`src/rtl/add_round_key_seq.sv`:
```
// add_round_key_seq: handshaked AES AddRoundKey stage, key XOR serialised over LANE_W-bit beats
//   clk, rst_n              clock (rising edge), asynchronous active-low reset
//   key_wr_en/idx/data      round-key file write port; idx >= NUM_KEYS is ignored
//   in_valid/in_ready       input handshake for in_block and in_kidx
//   in_block, in_kidx       state to transform and the key slot to apply to it
//   out_valid/out_ready     output handshake; out_block = in_block ^ key[in_kidx]
//   busy                    high whenever a block is in flight or being held
//   key_err                 one-cycle pulse after accepting an out-of-range in_kidx
module add_round_key_seq #(
  parameter int BLOCK_W  = 128,
  parameter int LANE_W   = 32,
  parameter int NUM_KEYS = 15,
  parameter int KIDX_W   = 4
) (
  input  logic               clk,
  input  logic               rst_n,
  input  logic               key_wr_en,
  input  logic [KIDX_W-1:0]  key_wr_idx,
  input  logic [BLOCK_W-1:0] key_wr_data,
  input  logic               in_valid,
  output logic               in_ready,
  input  logic [BLOCK_W-1:0] in_block,
  input  logic [KIDX_W-1:0]  in_kidx,
  output logic               out_valid,
  input  logic               out_ready,
  output logic [BLOCK_W-1:0] out_block,
  output logic               busy,
  output logic               key_err
);
  localparam int BEATS  = BLOCK_W / LANE_W;
  localparam int BEAT_W = BEATS > 1 ? $clog2(BEATS) : 1;
  typedef enum logic [1:0] {IDLE, XOR, HOLD} state_t;
  state_t r_state, w_state_nxt;
  logic [BLOCK_W-1:0] r_keys [NUM_KEYS];
  logic [BLOCK_W-1:0] r_work, r_key, r_out;
  logic [BEAT_W-1:0]  r_beat;
  logic               r_key_err;
  logic               w_accept, w_last, w_kidx_ok, w_wr_ok;
  logic [BLOCK_W-1:0] w_lane_xor, w_work_nxt, w_key_nxt;
  assign w_kidx_ok  = int'(in_kidx) < NUM_KEYS;
  assign w_wr_ok    = key_wr_en && int'(key_wr_idx) < NUM_KEYS;
  assign w_last     = r_beat == BEAT_W'(BEATS - 1);
  // Work and key registers rotate right one lane per beat, so only lane 0 needs an XOR.
  // After BEATS rotations every lane has been XORed once and the block is back in place.
  assign w_lane_xor = r_work ^ BLOCK_W'(r_key[LANE_W-1:0]);
  assign w_work_nxt = (w_lane_xor >> LANE_W) | (w_lane_xor << (BLOCK_W - LANE_W));
  assign w_key_nxt  = (r_key >> LANE_W) | (r_key << (BLOCK_W - LANE_W));
  assign out_block  = r_out;
  assign key_err    = r_key_err;
  always_ff @(posedge clk or negedge rst_n)
    if (!rst_n) r_state <= IDLE;
    else r_state <= w_state_nxt;
  always_comb begin
    w_state_nxt = r_state;
    in_ready    = r_state == IDLE;
    out_valid   = r_state == HOLD;
    busy        = r_state != IDLE;
    w_accept    = in_ready && in_valid;
    w_state_nxt = r_state == IDLE ? (in_valid ? XOR : IDLE) :
                  r_state == XOR  ? (w_last ? HOLD : XOR) :
                  (out_ready ? IDLE : HOLD);
  end
  always_ff @(posedge clk or negedge rst_n)
    if (!rst_n) begin
      r_work    <= '0;
      r_key     <= '0;
      r_out     <= '0;
      r_beat    <= '0;
      r_key_err <= 1'b0;
      for (int k = 0; k < NUM_KEYS; k++) r_keys[k] <= '0;
    end else begin
      // The key is snapshotted here; a same-edge write lands after this read (old key wins).
      if (w_accept) begin
        r_work <= in_block;
        r_key  <= w_kidx_ok ? r_keys[in_kidx] : '0;
        r_beat <= '0;
      end else if (r_state == XOR) begin
        r_work <= w_work_nxt;
        r_key  <= w_key_nxt;
        r_beat <= r_beat + 1'b1;
        if (w_last) r_out <= w_work_nxt;
      end
      r_key_err <= w_accept && !w_kidx_ok;
      if (w_wr_ok) r_keys[key_wr_idx] <= key_wr_data;
    end
endmodule

```
`config.mk`:
```
export PLATFORM = sky130hd
export DESIGN_NAME = add_round_key_seq
export DESIGN_NICKNAME = d
export VERILOG_FILES = /design/src/rtl/add_round_key_seq.sv
export SDC_FILE = /design/constraint.sdc
export NUM_CORES = 2
export LEC_CHECK = 0
export CAP_MARGIN = 30
export CELL_PAD_IN_SITES_DETAIL_PLACEMENT = 1
export CELL_PAD_IN_SITES_GLOBAL_PLACEMENT = 2
export CORE_MARGIN = 2
export CORE_UTILIZATION = 48
export DETAILED_ROUTE_END_ITERATION = 12
export PLACE_DENSITY_LB_ADDON = 0.1
export SETUP_SLACK_MARGIN = 0.02
export SYNTH_ARGS = -nofsm -noshare
export SYNTH_HDL_FRONTEND = slang
export SYNTH_SLANG_ARGS = --single-unit
```
`constraint.sdc`:
```
create_clock -name clk -period 2.69 [get_ports clk]
set_input_delay 0.807 -clock clk [delete_from_list [all_inputs] [get_ports clk]]
set_output_delay 0.807 -clock clk [all_outputs]
set_load 0.03 [all_outputs]
```
==> summary.md <==
| Metric | Value |
|---|---|
| Row cnt | 169 |
| Worst hold stages | 2 |
| Clk_skew | 39.3 ps |
| Area of the multi-input gates | 41,000 sq um |
| Avg Cell Area, Syn | 14.5 sq um |
| Nets | 7,934 |
| # port buffers | 400 |
| Finished Layout Cells | 10,680 |
| Reg2reg path depth | 6 |
| Count of final setup violators | 0 |
| Largest net degree at the start of global routing | 136 |
| DP HPWL | 227 mm |
| R2R Setup Slk | 350 ps |
| Clk buf depth | 4 |
| Stages on worst setup path | 1 |
| Max Clk Rate | 385 MHz |
| Core area | 212,000 sq um |
| Max Cap Violations | 0 |
| Syn Inst Count | 7,050 |
| Status | finished, final reports clean |
| DR top layer | met5 |
| RSZ-0062 raised after global routing | false |
| DRT Pass-1 Iters | 5 |
| Top post-synthesis cells by area | dfrtp_1, mux2_2, mux4_2, mux2i_1, o211ai_1 |
| Placer Congestion | 0.814 |
| Post-DR vias/cell | 6.05 |
| Yosys cell types | 32 |
| Number of global-route vias before repair | 70,426 |
| Final period util | 0.966 |
| Yosys top cell area share | 0.564 |
| Die extent in y | 466 um |
| Clock Tree Root | clkbuf_16 |
| Dominant cell type by area after synthesis | dfrtp_1 |
| Global route overflow | 0 |
| CTS sink count | 2,309 |
| Area grow syn2layout | 19.7% |
| WP data arrival | 1790 ps |
| RR Startpoint | r_state[0]$_DFF_PN0_ |
| Slew Viols, Final | 0 |
| Worst r2r dst | r_key[52]$_DFFE_PN0P_ |
| Register area share after synthesis | 0.564 |
| Share of cells above drive strength 1 | 0.416 |
| WL met3 | 16.1 mm |
| CP Class | register to output pin |
| Starting Density | 0.483 |
| Hold Path Class | input pin to register |
| Fill cells | 19,708 |
| Residual DRC | 0 |
| H-tree Lvls | 5 |
| Pwr dens | 958 nW/um^2 |
| Worst path buffer plus inverter count | 1 |
| CP top delay family | buffers and inverters |
| Netlist Area Pre-Place | 103,000 sq um |
| Worst Min Path Start | out_ready |
| Die ar. | 217,000 sq um |
| Post-synthesis register bit count | 2,309 |
| CP Launch Type | register |
| I/O Pins | 401 |
| Tightest Pin Transition | 890 ps |
| Net Count, Synth | 7,320 |
| CTS Buf Count | 274 |
| Cells along the critical path | dlygate4sd2_1 |
| Worst stage delay on the critical path | 550 ps |
| Leakage | 53.9 nW |
| Initial drt markers | 4,383 |
| Yosys warns | 0 |
| PnR worst setup slack | 90.9 ps |
| Clk_lat worst skew | 930 ps |
| First-pass GRT wire length | 496 mm |
| Die Span X | 466 um |
| Worst-path clk slew | 60 ps |
| Worst EP required | 1880 ps |
| Slowest cell on the critical path | dlygate4sd2_1 |
| Post-layout min period | 2600 ps |
| Post-placement cell count | 10,208 |
| Final Hold Vio Count | 0 |
| CP Launch Point | out_block[78]$_DFFE_PN0P_ |
| Hold Path Sink | r_state[1]$_DFF_PN0_ |
| Met1 WL | 142 mm |
| Initial antenna violation count | 53 |
| All-Layer GR Usage | 0.309 |
| Peak fanout along the critical path | 2 |
| Most frequent cells in the layout | dfrtp_1, mux2_2, mux4_2 |
| Worst slew margin | 0.406 |
| Maximum vdd drop | 0.00133 V |
| Vias post-DR | 64,597 |
| Worst slack, placed | -318 ps |
| CTS tree | done |
| Final ANT Viol Nets | 0 |
| Buffers inserted by post-CTS timing repair | 0 |
| Reg area | 57,800 sq um |
| Metal2 WL | 162 mm |
| WL final | 333 mm |
| Commonest non-fill, non-tap cell in the layout | dfrtp_1 |
| Critical path capture point type | output pin |
| Wire per inst | 31.2 um |
cell families (layout without fill, tap and decap cells):
logic type	after synthesis	in the layout	share of synthesized area
AOI/OAI and AO/OA	803	803	0.0536
muxes	2529	2529	0.317
and+or+nand+nor	588	588	0.0253
adders and majority gates	1	1	0.000122
other	0	17	0
xor gates and xnor gates	32	32	0.00273
buffers and inverters	788	1580	0.0379
DFF	2309	2309	0.564
area by class of cell:
cell class / count / share of cell area
Clock inverter: 45 / 0.00514
Antenna cell: 17 / 0.000347
Clock buffer: 409 / 0.0657
Timing Repair Buffer: 997 / 0.0911
Tap cell: 2821 / 0.0288
Multi-Input combinational cell: 3953 / 0.334
Sequential cell: 2309 / 0.471
Inverter: 129 / 0.00395
report_power, final:
| group | switching (W) | internal, W |
|---|---|---|
| Clock | 0.0144 | 0.0220 |
| Combinational | 0.0151 | 0.0143 |
| Sequential | 0.00746 | 0.0443 |
how the worst max path moves through the flow:
stage	endpoint	slack (ps)
final	out_block[78]	90
after global routing	out_block[123]	30
after CTS	out_block[4]	20
after detailed placement	r_keys[1047]$_DFFE_PN0P_	-320
after global placement	r_keys[952]$_DFFE_PN0P_	-290
after floorplan	r_key[22]$_DFFE_PN0P_	480
stage by stage:
stage	hold slack (ps)	util	setup TNS, ps	power, W	area, sq um
floorplan	459	-	0	0.0675	103000
global placement	462	0.538	-347050	0.0806	114000
detailed placement	472	0.538	-404990	0.0822	114000
CTS	392	0.578	0	0.118	123000
global route	448	0.578	0	0.123	123000
finish	457	0.578	0	0.118	123000
state kept, by name (all words and copies together), names as in the netlist:
name and count:
r_keys 1920, key_err 1, r_beat 2, r_key 128, r_work 128, r_state 2, out_block 128
cell usage after synthesis:
cell type,count
a21oi_1,128
a221o_1,31
a22oi_1,66
a31oi_1,31
and3_1,129
buf_1,32
buf_2,260
buf_4,23
buf_6,68
clkbuf_1,275
clkbuf_4,1
dfrtp_1,2309
ha_1,1
inv_1,129
mux2_1,24
mux2_2,1865
mux2i_1,257
mux4_2,383
nand2_1,359
nand2b_1,5
nand3_1,5
nand3b_1,6
nor2_1,77
nor2b_1,1
nor3b_1,2
o2111ai_1,1
o211ai_1,256
o21ai_0,163
o221ai_1,127
or3_1,3
or3b_1,1
xnor2_1,32
layer usage:
metal  GRT usage  vias to the layer above
li1            -                    27164
met1       0.417                    35383
met2       0.506                     1489
met3      0.0510                      541
met4       0.112                       20
met5           0                        -
what timing repair did:
action                                  4_1_cts  5_1_grt
resized for setup                           163        0
endpoints found under the setup margin      132        0
hold buffers                                  1        0
endpoints found under the hold margin        17        0
Note: power is estimated with default switching activity, not from simulation.
